==> config.mk <==
export PLATFORM = sky130hd
export DESIGN_NAME = branch_predict_ctrl_flat
export DESIGN_NICKNAME = d
export VERILOG_FILES = /design/src/rtl/branch_predict_ctrl_if.sv /design/src/rtl/branch_predict_ctrl.sv /design/src/flat_wrapper.sv
export SDC_FILE = /design/constraint.sdc
export NUM_CORES = 1
export LEC_CHECK = 0
export BUFFER_PORTS_ARGS = -buffer_cell sky130_fd_sc_hd__buf_2
export CAP_MARGIN = 20
export CORE_ASPECT_RATIO = 1.25
export CORE_MARGIN = 10
export CORE_UTILIZATION = 55
export CTS_CLUSTER_SIZE = 20
export DETAILED_ROUTE_END_ITERATION = 10
export PLACE_DENSITY = 0.85
export SETUP_SLACK_MARGIN = 0.2
export SLEW_MARGIN = 40
export SYNTH_ARGS = -nofsm -noshare
export SYNTH_HDL_FRONTEND = slang
export SYNTH_SLANG_ARGS = --single-unit
==> constraint.sdc <==
create_clock -name clk -period 15.3 [get_ports clk]
set_input_delay 0.765 -clock clk [delete_from_list [all_inputs] [get_ports clk]]
set_output_delay 0.765 -clock clk [all_outputs]
set_load 0.02 [all_outputs]
==> src/rtl/branch_predict_ctrl_if.sv <==
// Fetch/execute bus between the pipeline (master) and the branch predictor (slave).
// ex_valid qualifies every ex_* field for exactly one cycle; there is no back-pressure.
interface branch_predict_ctrl_if;
   logic [31:0] if_pc;
   logic [31:0] if_instr;
   logic        pred_taken;
   logic [31:0] pred_target;
   logic        ex_valid;
   logic [31:0] ex_pc;
   logic [31:0] ex_instr;
   logic        ex_is_taken;
   logic [31:0] ex_target;
   logic        ex_pred_taken;
   logic [31:0] ex_pred_target;
   logic        redirect;
   logic [31:0] redirect_pc;

   modport master (
      output if_pc, if_instr, ex_valid, ex_pc, ex_instr, ex_is_taken,
             ex_target, ex_pred_taken, ex_pred_target,
      input  pred_taken, pred_target, redirect, redirect_pc
   );

   modport slave (
      input  if_pc, if_instr, ex_valid, ex_pc, ex_instr, ex_is_taken,
             ex_target, ex_pred_taken, ex_pred_target,
      output pred_taken, pred_target, redirect, redirect_pc
   );
endinterface

==> src/rtl/branch_predict_ctrl.sv <==
// BHT-based fetch predictor with same-cycle EX mispredict redirect and
// saturating branch / mispredict performance counters.
module branch_predict_ctrl #(
   parameter int IDX_W = 6,
   parameter int CNT_W = 32
) (
   input  logic                  clk,
   input  logic                  rst,
   input  logic                  bht_clear,
   branch_predict_ctrl_if.slave  bus,
   output logic                  ready,
   output logic [CNT_W-1:0]      br_count,
   output logic [CNT_W-1:0]      mispred_count,
   output logic                  dbg_state
);

   typedef enum logic {S_INIT = 1'b0, S_RUN = 1'b1} state_t;

   localparam logic [6:0]       OP_B    = 7'b1100011;
   localparam logic [6:0]       OP_JAL  = 7'b1101111;
   localparam logic [6:0]       OP_JALR = 7'b1100111;
   localparam logic [IDX_W-1:0] IDX_LAST = '1;

   state_t           state;
   logic [IDX_W-1:0] idx;
   logic [1:0]       bht [0:(1<<IDX_W)-1];

   logic [6:0]       if_op;
   logic [IDX_W-1:0] if_idx;
   logic [31:0]      b_imm;
   logic [31:0]      j_imm;
   logic [6:0]       ex_op;
   logic [IDX_W-1:0] ex_idx;
   logic             ctl;
   logic             train;
   logic             unused_bits;

   assign if_op  = bus.if_instr[6:0];
   assign if_idx = bus.if_pc[IDX_W+1:2];
   assign b_imm  = {{20{bus.if_instr[31]}}, bus.if_instr[7], bus.if_instr[30:25],
                    bus.if_instr[11:8], 1'b0};
   assign j_imm  = {{12{bus.if_instr[31]}}, bus.if_instr[19:12], bus.if_instr[20],
                    bus.if_instr[30:21], 1'b0};

   always_comb begin
      bus.pred_taken  = 1'b0;
      bus.pred_target = bus.if_pc + 32'd4;
      if (state == S_RUN) begin
         if (if_op == OP_B) begin
            bus.pred_taken = bht[if_idx][1];
            if (bht[if_idx][1]) bus.pred_target = bus.if_pc + b_imm;
         end else if (if_op == OP_JAL) begin
            bus.pred_taken  = 1'b1;
            bus.pred_target = bus.if_pc + j_imm;
         end
      end
   end

   assign ex_op  = bus.ex_instr[6:0];
   assign ex_idx = bus.ex_pc[IDX_W+1:2];
   assign ctl    = bus.ex_valid & ((ex_op == OP_B) | (ex_op == OP_JAL) | (ex_op == OP_JALR));
   assign train  = (state == S_RUN) & bus.ex_valid & (ex_op == OP_B);

   // Redirect is evaluated in every state so a branch resolving during a sweep is not lost.
   assign bus.redirect    = ctl & ((bus.ex_is_taken != bus.ex_pred_taken) |
                                   (bus.ex_is_taken & (bus.ex_pred_target != bus.ex_target)));
   assign bus.redirect_pc = bus.ex_is_taken ? bus.ex_target : bus.ex_pc + 32'd4;

   assign unused_bits = ^{bus.ex_instr[31:7], bus.ex_pc[1:0]};
   assign dbg_state   = (state == S_RUN);

   // Table storage needs no reset: the INIT sweep writes every entry before use.
   always_ff @(posedge clk) begin
      if (state == S_INIT) begin
         bht[idx] <= 2'b01;
      end else if (train) begin
         if (bus.ex_is_taken) begin
            if (bht[ex_idx] != 2'b11) bht[ex_idx] <= bht[ex_idx] + 2'd1;
         end else begin
            if (bht[ex_idx] != 2'b00) bht[ex_idx] <= bht[ex_idx] - 2'd1;
         end
      end
   end

   always_ff @(posedge clk or posedge rst) begin
      if (rst) begin
         state         <= S_INIT;
         idx           <= '0;
         ready         <= 1'b0;
         br_count      <= '0;
         mispred_count <= '0;
      end else begin
         case (state)
            S_INIT: begin
               if (bht_clear) begin
                  idx <= '0;
               end else if (idx == IDX_LAST) begin
                  idx   <= '0;
                  state <= S_RUN;
                  ready <= 1'b1;
               end else begin
                  idx <= idx + IDX_W'(1);
               end
            end
            S_RUN: begin
               if (bht_clear) begin
                  state <= S_INIT;
                  idx   <= '0;
                  ready <= 1'b0;
               end
               if (ctl && (br_count != '1))
                  br_count <= br_count + CNT_W'(1);
               if (bus.redirect && (mispred_count != '1))
                  mispred_count <= mispred_count + CNT_W'(1);
            end
            default: begin
               state <= S_INIT;
               idx   <= '0;
               ready <= 1'b0;
            end
         endcase
      end
   end

endmodule

==> src/flat_wrapper.sv <==
// flat-port wrapper written by rule: the top's interface ports become plain ports
module branch_predict_ctrl_flat 
#(
   parameter int IDX_W = 6,
   parameter int CNT_W = 32
)
  (clk, rst, bht_clear, ready, br_count, mispred_count, dbg_state, bus_if_pc, bus_if_instr, bus_ex_valid, bus_ex_pc, bus_ex_instr, bus_ex_is_taken, bus_ex_target, bus_ex_pred_taken, bus_ex_pred_target, bus_pred_taken, bus_pred_target, bus_redirect, bus_redirect_pc);
  branch_predict_ctrl_if bus_i ();
  input  logic clk;
  input  logic rst;
  input  logic bht_clear;
  output logic ready;
  output logic [CNT_W-1:0] br_count;
  output logic [CNT_W-1:0] mispred_count;
  output logic dbg_state;
  input wire logic [$bits(bus_i.if_pc)-1:0] bus_if_pc;
  input wire logic [$bits(bus_i.if_instr)-1:0] bus_if_instr;
  input wire logic [$bits(bus_i.ex_valid)-1:0] bus_ex_valid;
  input wire logic [$bits(bus_i.ex_pc)-1:0] bus_ex_pc;
  input wire logic [$bits(bus_i.ex_instr)-1:0] bus_ex_instr;
  input wire logic [$bits(bus_i.ex_is_taken)-1:0] bus_ex_is_taken;
  input wire logic [$bits(bus_i.ex_target)-1:0] bus_ex_target;
  input wire logic [$bits(bus_i.ex_pred_taken)-1:0] bus_ex_pred_taken;
  input wire logic [$bits(bus_i.ex_pred_target)-1:0] bus_ex_pred_target;
  output wire logic [$bits(bus_i.pred_taken)-1:0] bus_pred_taken;
  output wire logic [$bits(bus_i.pred_target)-1:0] bus_pred_target;
  output wire logic [$bits(bus_i.redirect)-1:0] bus_redirect;
  output wire logic [$bits(bus_i.redirect_pc)-1:0] bus_redirect_pc;
  assign bus_i.if_pc = bus_if_pc;
  assign bus_i.if_instr = bus_if_instr;
  assign bus_i.ex_valid = bus_ex_valid;
  assign bus_i.ex_pc = bus_ex_pc;
  assign bus_i.ex_instr = bus_ex_instr;
  assign bus_i.ex_is_taken = bus_ex_is_taken;
  assign bus_i.ex_target = bus_ex_target;
  assign bus_i.ex_pred_taken = bus_ex_pred_taken;
  assign bus_i.ex_pred_target = bus_ex_pred_target;
  assign bus_pred_taken = bus_i.pred_taken;
  assign bus_pred_target = bus_i.pred_target;
  assign bus_redirect = bus_i.redirect;
  assign bus_redirect_pc = bus_i.redirect_pc;
  branch_predict_ctrl #(.IDX_W(IDX_W), .CNT_W(CNT_W)) u_core (.clk(clk), .rst(rst), .bht_clear(bht_clear), .bus(bus_i), .ready(ready), .br_count(br_count), .mispred_count(mispred_count), .dbg_state(dbg_state));
endmodule
# After elaboration in Yosys (flattened, before gate mapping)
# Memory sizes are Yosys's and may differ from the RTL's.
# Index checks and enable logic that the tools add are counted.
[word_totals]
elab_cells = 81
mem_count = 1
output_inout_bits = 132
in_bits = 198
reg_bits = 72
ram_bits = 128
[classes]
eq_ne = 14
mux = 35
bitwise_logic = 10
add_sub_neg = 9
reduce_logical = 7
[memory_table]
columns = ["name", "words", "word_bits", "read_ports", "rd_clocked_by_memory_dff", "write_ports", "line_no", "source"]
rows = [
  ["u_core.bht", 64, 2, 2, 0, 1, "branch_predict_ctrl.sv:26", "logic [1:0] bht [0:(1<<IDX_W)-1];"],
]
[ops]
columns = ["op", "n"]
rows = [
  ["$mux W32", 5],
  ["$add A32 B1 Y32 const B", 2],
  ["$add A32 B3 Y32 const B", 2],
  ["$add A32 B32 Y32", 2],
  ["$ne A32 B32 Y1 const B", 2],
  ["$eq A7 B7 Y1 const B", 5],
  ["$ne A32 B32 Y1", 1],
  ["$mux W6", 4],
  ["$mux W1", 21],
  ["$pmux W6 S2", 1],
  ["$ne A2 B2 Y1 const B", 4],
  ["$add A6 B1 Y6 const B", 1],
  ["$eq A6 B6 Y1 const B", 1],
  ["$and A1 B1 Y1", 5],
  ["$mux W2", 2],
  ["$or A1 B1 Y1", 4],
  ["$pmux W1 S2", 2],
  ["$reduce_and A2 Y1", 2],
  ["$reduce_and A3 Y1", 1],
  ["$add A2 B1 Y2 const B", 1],
  ["$logic_and A1 B1 Y1", 2],
  ["$reduce_bool A2 Y1", 1],
  ["$reduce_or A2 Y1", 1],
  ["$sub A2 B1 Y2 const B", 1],
  ["2 further kinds", 2],
]

# Longest topological paths before layout
# Gate-level depths: netlist of the first run.
# An unclocked memory read counts as a cell.
[depth]
word_depth = 10
depth_mapped = 13
mapped_depth_nobuf = 12

# Least setup slack after synthesis of the first run
# Ideal clock, no wire load.
[synth_path]
path_type = "input port to flip-flop"
from = "input port bus_ex_pc[2]"
to = "memory u_core.bht[0][1], data pin"
required_ns = 14.578
arrival_ns = 4.897
setup_time_ns = 0.722
path_slack_ns = 9.681
path_stages = 11
cell_sequence = "buf_6 buf_4 buf_4 mux2i_1 o22ai_1 nor2_1 o2bb2ai_1 a21oi_1 and2_1 nor2_1 a211oi_1"
[synth_between]
elab_chain_cells = 10
[synth_rtl]
columns = ["element", "line_no", "source"]
rows = [
  ["start: declaration", "flat_wrapper.sv:19", "input wire logic [$bits(bus_i.ex_pc)-1:0] bus_ex_pc;"],
  ["$mem_v2 Z64 W2 *", "--", ""],
  ["$ne A2 B2 Y1 / $reduce_bool A2 Y1 (equally long branches)", "branch_predict_ctrl.sv:78, branch_predict_ctrl.sv:80", ""],
  ["$mux W1 (on tied branches)", "branch_predict_ctrl.sv:78, branch_predict_ctrl.sv:80", ""],
  ["$mux W1", "branch_predict_ctrl.sv:77", "if (bus.ex_is_taken) begin"],
  ["$mux W1", "branch_predict_ctrl.sv:76", "end else if (train) begin"],
  ["$mux W1", "branch_predict_ctrl.sv:74", "if (state == S_INIT) begin"],
  ["$mux W1 (on tied branches)", "branch_predict_ctrl.sv:78, branch_predict_ctrl.sv:80", ""],
  ["$or A1 B1 Y1 (no line)", "--", ""],
  ["$reduce_or A2 Y1 (no line)", "--", ""],
  ["$mux W2 (no line) *", "--", ""],
  ["end: declaration", "branch_predict_ctrl.sv:26", ""],
]
# Mark *: on every way between the ends. The rest lies on a longest branch, timed or not.

# Worst setup path after layout of the first run
[layout_path]
from = "input port bus_if_pc[2]"
to = "output port bus_pred_target[30]"
[layout_between]
elab_chain_cells = 4
[layout_rtl]
columns = ["element", "line_no", "source"]
rows = [
  ["start: declaration", "flat_wrapper.sv:16", "input wire logic [$bits(bus_i.if_pc)-1:0] bus_if_pc;"],
  ["$add A32 B3 Y32 (tied with other cells)", "branch_predict_ctrl.sv:47", "bus.pred_target = bus.if_pc + 32'd4;"],
  ["$mux W32 (on tied branches)", "branch_predict_ctrl.sv:52, branch_predict_ctrl.sv:51", ""],
  ["$mux W32", "branch_predict_ctrl.sv:49", "if (if_op == OP_B) begin"],
  ["$mux W32 *", "branch_predict_ctrl.sv:48", "if (state == S_RUN) begin"],
  ["end: declaration", "flat_wrapper.sv:26", "output wire logic [$bits(bus_i.pred_target)-1:0] bus_pred_target;"],
]
# Marks and branches as above.

==> results of run 1 <==
-- logic make-up after synthesis --
group	synth area share [%]
simple gates	17.6
compound gates	14.8
flops	39.8
xor+xnor	10.9
buf+inv	3.11
mux	9.18
fa+ha+maj	4.52
-- metrics by stage --
step	instance area [sq um]	total power [mW]	std cells	setup WS (ps)
2_1_floorplan	14200	0.751	1451	9680
3_3_place_gp	15900	0.831	2029	9760
3_5_place_dp	15900	0.837	2029	9720
4_1_cts	16500	1.27	2061	9700
5_1_grt	16500	1.32	2061	9750
6_report	16500	1.27	2061	9970
-- final timing paths --
kind,end,cells past startpoint
worst max-delay path,bus_pred_target[30],12
worst min-delay path,u_core.mispred_count[28],3
worst max register to register,u_core.bht[13][1],9
worst min register to register,u_core.mispred_count[17],1
max in group asynchronous,u_core.ready,3
min in group clk,u_core.mispred_count[17],1
-- synth_stat cells (8+ instances only) --
cell / instances
nor2_1: 143
xor2_1: 102
a211oi_1: 8
a221oi_1: 11
or3_1: 8
nor2b_1: 12
nand2b_1: 12
and2_1: 12
ha_1: 48
nand3_1: 62
nor3_1: 19
nand2_1: 137
a21o_1: 28
a22oi_1: 18
dfrtp_1: 72
o22ai_1: 21
xnor2_1: 75
a21oi_1: 70
o21bai_1: 8
mux2i_1: 47
o21ai_0: 75
inv_1: 36
buf_2: 10
edfxtp_1: 128
clkbuf_1: 46
and3_1: 32
o211ai_1: 8
mux4_2: 32
and4_1: 16
nand4_1: 30
nor4_1: 11
-- state kept, by name, summed over array words and instances, names as in the netlist --
name                  count
u_core.bht              128
u_core.br_count          32
u_core.mispred_count     32
u_core.idx                6
u_core.dbg_state          1
u_core.ready              1
-- power by group --
| part | internal [mW] | switching [mW] |
|---|---|---|
| Sequential | 0.572 | 0.00208 |
| Combinational | 0.0989 | 0.159 |
| Clock | 0.229 | 0.211 |
-- final cells by class --
| type | instances | area (sq um) |
|---|---|---|
| fill | 2024 | 8830 |
| sequential | 200 | 5650 |
| multi-input combinational | 1147 | 8100 |
| inverter | 37 | 139 |
| clock buffer | 21 | 472 |
| tap | 335 | 419 |
| timing repair buffer | 310 | 1580 |
| clock inverter | 11 | 104 |
-- worst max-delay path, cell delays in order --
cell and delay [ps]:
buf_2 450, ha_1 370, a211oi_1 280, o21ai_0 220, a2111oi_1 690, o21ai_0 320
a21o_1 250, a21oi_1 350, o41ai_1 160, xnor2_1 160, a221oi_1 320, buf_2 220
-- metal layers --
layer / GRT usage (%) / share of wire [%] / up-vias
met5: 0 / 0.056 / -
met4: 10.7 / 4.1 / 4
met3: 4.90 / 7.6 / 149
met2: 46.3 / 51 / 647
met1: 32.4 / 37 / 6253
li1: - / - / 5899
-- cells in the final DEF (no fill, tap or decap), types with 18 or more instances in the layout --
cell type	instances
buf_2	300
nor2_1	142
nand2_1	137
edfxtp_1	128
xor2_1	102
xnor2_1	75
o21ai_0	75
dfrtp_1	72
a21oi_1	70
nand3_1	62
ha_1	48
mux2i_1	46
inv_1	35
and3_1	32
mux4_2	32
nand4_1	30
a21o_1	28
o22ai_1	21
nor3_1	19
a22oi_1	18
clkbuf_16	18
==> metrics, run 1 <==
peak supply drop=0.0772 mV; Starting Density=between 50% and 60%; FMAX=0.187 GHz; vias in the first global route=12700; 1st-iter DRT viols=approximately 1300; Worst Max-Slew Pin Slew=between 800 and 900 ps; PD cells=77.3 nW/um^2; Reg clk slew, reported paths=around 80 ps; hold buffers post-CTS=0; ys async rst share=36.0%; ranking of synthesized cells by area=edfxtp_1, dfrtp_1, xor2_1, mux4_2, xnor2_1; input/output buffers=302; Max H-tree Level=4; Unique masters post-synth=72; CTS Buf Count=17; sequential fraction of the synthesis area=39.8%; CP required=about 15000 ps; die height=199 microns; DRC Markers=0; drt total wl=46.1 mm; crit path DAT=4570 ps; CTS tree=yes; CP startpoint=bus_if_pc[2]; P&R area growth vs syn=16.2%; Pleak=7.28 nW; initial antenna violation count=2; status=complete, no violations; Max Fanout on Critical Path=19; Post-Synthesis Cells=1451; Final Critical Period=5330 ps; final net count=1961; post-cts resize count=0; die width=between 150 and 200 microns; dpl hpwl=between 30 and 40 mm; Util after Layout=65.1%; largest net degree at the start of global routing=73; synthesized net count=1699; Syn Area/Cell=about 10 sq um; Longest Clk Path Bufs=2; Ports=330; predominant post-synthesis flop cell=edfxtp_1; hold_ws=484 ps; Layout Skew=12.8 ps; max_cap viols=0; Core ar.=25300 sq um; Final Max Tran Viols=0; GPL Wtd Cong=0.955; setup repair bufs after CTS=0; Diodes inserted=0; WL per Instance=~22 microns; post-route ant nets=0; type of destination of the critical path=primary output; min-delay worst type=in -> async; post-DR vias/cell=6.28; worst setup path class=in -> out; GRT overflow=0; TritonCTS Sinks=200; setup TNS=0 ps; Slew headroom=42.1%; Synth Register Bits=200; setup slack, reg-to-reg=11620 ps; top-area cell type share of the netlist area=around 27%; layout cells sized above 1=23.5%; worst-skew pair later-pin latency=440 ps; startpoint types=input port; Post-Syn Area=14200 sq um; die area=~33000 sq um; reg2reg start=u_core.bht[55][1]; Post-synth EDFFs=128; first-pass GRT wire length=69.4 mm; cell taking the most area after synthesis=edfxtp_1; Root Buffer=clkbuf_16; via count=13000; first drt pass iteration count=6; Rows=65; RSZ-0062 raised after global routing=no; crit share post-route=34.9%; YS warnings=0; GRT Total Usage=a little over a quarter; Setup Viol. Count Final=0; Hold Vio Cnt, Final=0
Power figures use the tool's default switching activity.
==> run 2, diff against run 1 <==
- ABC_AREA: default -> 1
- PLACE_DENSITY: 0.85 -> 0.84
- clock period: 15.3 -> 5 ns (I/O delays scaled with it)
==> metrics, run 2 <==
status=complete, no violations; Core ar.=29300 sq um (+16%); input/output buffers=302 (unchanged); GRT met3 Usage=5.00% (+0.10 points); GRT overflow=0 (unchanged); DRC Markers=0 (unchanged); setup repair bufs after CTS=0 (unchanged); Reg with most FFs=u_core.bht; FMAX=0.256 GHz; Pleak=8.72 nW (+20%); Fill cells=2605 (+29%); YS warnings=0 (unchanged); commonest non-fill, non-tap cell in the layout=nand2_1; via count=17800 (+38%); Syn Area/Cell=6.95 sq um (-29%); Top Usage Layer GRT=met2; GPL Wtd Cong=1.03 (+8.1%); cell taking the most area after synthesis=edfxtp_1; initial antenna violation count=2 (unchanged); Root Buffer=clkbuf_16; Unique masters post-synth=50 (-31%); Post-synth EDFFs=128 (unchanged); largest net degree at the start of global routing=73 (unchanged); max_cap viols=0 (unchanged); ys async rst share=36.0% (unchanged); first drt pass iteration count=6 (unchanged); Post-Synthesis Cells=2364 (+63%); WL per Instance=19.8 microns (-11%); 1st-iter DRT viols=1837 (+46%); Synth Register Bits=200 (unchanged); most instantiated cells after synthesis=nand2_1, nor2_1, nand3_1; Final Max Tran Viols=0 (unchanged); crit share post-route=78.1%; die area=37200 sq um (+14%); RSZ-0062 raised after global routing=no; Rows=70 (+7.7%); PD cells=218 nW/um^2 (+180%); min-delay worst type=in -> reg; Setup Viol. Count Final=0 (unchanged); first-pass GRT wire length=91.6 mm (+32%); Max Fanout on Critical Path=22 (+3); post-cts resize count=0 (unchanged); P&R area growth vs syn=14.5%; sequential fraction of the synthesis area=34.4% (-5.5 points); type of destination of the critical path=primary output; Final Critical Period=3910 ps; post-route ant nets=0 (unchanged); Ports=330 (unchanged); Post-Syn Area=16400 sq um (+16%); GRT Total Usage=30.9% (+4.0 points); final non-filler cell total=3038 (+47%); CTS tree=yes; Worst Max-Slew Pin Slew=883 ps (+38.0 ps); most common cell in the netlist=nand2_1; grt met2 use=53.3% (+7.0 points); met1 Track Usage GR=35.9% (+3.6 points); setup TNS=0 ps (unchanged); drt total wl=60.2 mm (+31%); hold_ws=136 ps (-348 ps); hold buffers post-CTS=1 (+1); CTS Buf Count=17 (unchanged); vias in the first global route=17300 (+36%); top-area cell type share of the netlist area=23.4% (-3.7 points); Hold Vio Cnt, Final=0 (unchanged); final net count=2876 (+47%); commonest cells after routing, fill and taps aside=nand2_1, buf_2, nor2_1; post-DR vias/cell=5.86 (-6.7%); worst setup path class=in -> out; die width=175 microns (+6.7%); Util after Layout=64.1% (-1.0 points); Reg clk slew, reported paths=80 ps (about the same); startpoint types=input port; max FFs per register=128 (unchanged); dpl hpwl=46.6 mm (+35%); predominant post-synthesis flop cell=edfxtp_1; Starting Density=56.0% (about the same); worst-skew pair later-pin latency=440 ps (about the same); Slew headroom=40.5% (-1.5 points); CP required=4750 ps (-9780 ps); Cells after DPL=3004 (+48%); Max H-tree Level=4 (unchanged); die height=213 microns (+6.9%); layout cells sized above 1=15.6% (-7.8 points); crit path DAT=3660 ps (-910 ps); Layout Skew=15.5 ps (+2.73 ps); Longest Clk Path Bufs=2 (unchanged); peak supply drop=0.246 mV (+220%); synthesized net count=2612 (+54%); Regs by FF count=u_core.bht x128, u_core.br_count x32, u_core.mispred_count x32; ranking of synthesized cells by area=edfxtp_1, nand2_1, dfrtp_1, nand3_1, xor2_1; TritonCTS Sinks=200 (unchanged)
-- run 2: per-stage QoR --
step | worst slack [ps] | instance area, sq um | total power [mW]
global route | 886 | 18800 | 4.24
finish | 1090 | 18800 | 4.09
detailed placement | 1190 | 18200 | 2.72
floorplan | 1440 | 16400 | 2.38
CTS | 1180 | 18800 | 4.08
global placement | 1170 | 18200 | 2.71
-- run 2: cells by family (layout without fill, tap and decap cells) --
kind of cell	count (synthesis)	after routing	share of synthesized area (%)
and+or+nand+nor	1375	1375	36.0
AOI/OAI and AO/OA	300	300	10.0
buffers and inverters	282	559	7.26
DFF	200	200	34.4
xor gates and xnor gates	157	157	8.38
adders and majority gates	50	50	3.90
other	0	1	0
-- run 2: path summary, 6_finish.rpt --
kind	startpoint	endpoint	slack [ps]	cells past startpoint
max	bus_if_pc[3]	bus_pred_target[12]	1090	15
min	bht_clear	u_core.idx[1]	140	4
max reg2reg	u_core.dbg_state	u_core.bht[60][0]	1640	8
min reg2reg	u_core.br_count[15]	u_core.br_count[15]	510	1
max in group asynchronous	rst	u_core.mispred_count[23]	4010	4
min in group asynchronous	rst	u_core.br_count[20]	500	4
-- run 2: cell type report --
| class | instances | area [sq um] | share of cell area (%) |
|---|---|---|---|
| Multi-Input combinational cell | 1882 | 9630 | 51.2 |
| Sequential cell | 200 | 5650 | 30.0 |
| Timing Repair Buffer | 316 | 1630 | 8.67 |
| Inverter | 211 | 797 | 4.24 |
| Tap cell | 396 | 495 | 2.64 |
| Clock buffer | 17 | 425 | 2.26 |
| Clock inverter | 15 | 173 | 0.918 |
| Antenna cell | 1 | 2.50 | 0.0133 |
-- run 2: power by group --
group	total, mW	switching [mW]	internal [mW]	leakage (nW)
combinational	0.956	0.657	0.299	6.00
clock	1.38	0.701	0.679	0.295
sequential	1.75	0.00490	1.75	2.42
total	4.09	1.36	2.73	8.72
-- run 2: routing by layer --
layer | up-vias | wire, microns
li1 | 8385 | -
met2 | 951 | 29400
met3 | 227 | 5120
met1 | 8251 | 22300
met4 | 2 | 3320
met5 | - | 7
-- run 2: worst max-delay path, stage by stage --
cell and delay [ps]:
buf_2 430, inv_1 490, nand3_1 210, nand3_1 90, nand3_1 140, nand3_1 130, nand3_1 110, nand2_1 460
nor2_1 310, buf_4 230, inv_1 180, o21ai_0 260, nand2_1 100, nand2_1 80, buf_2 160
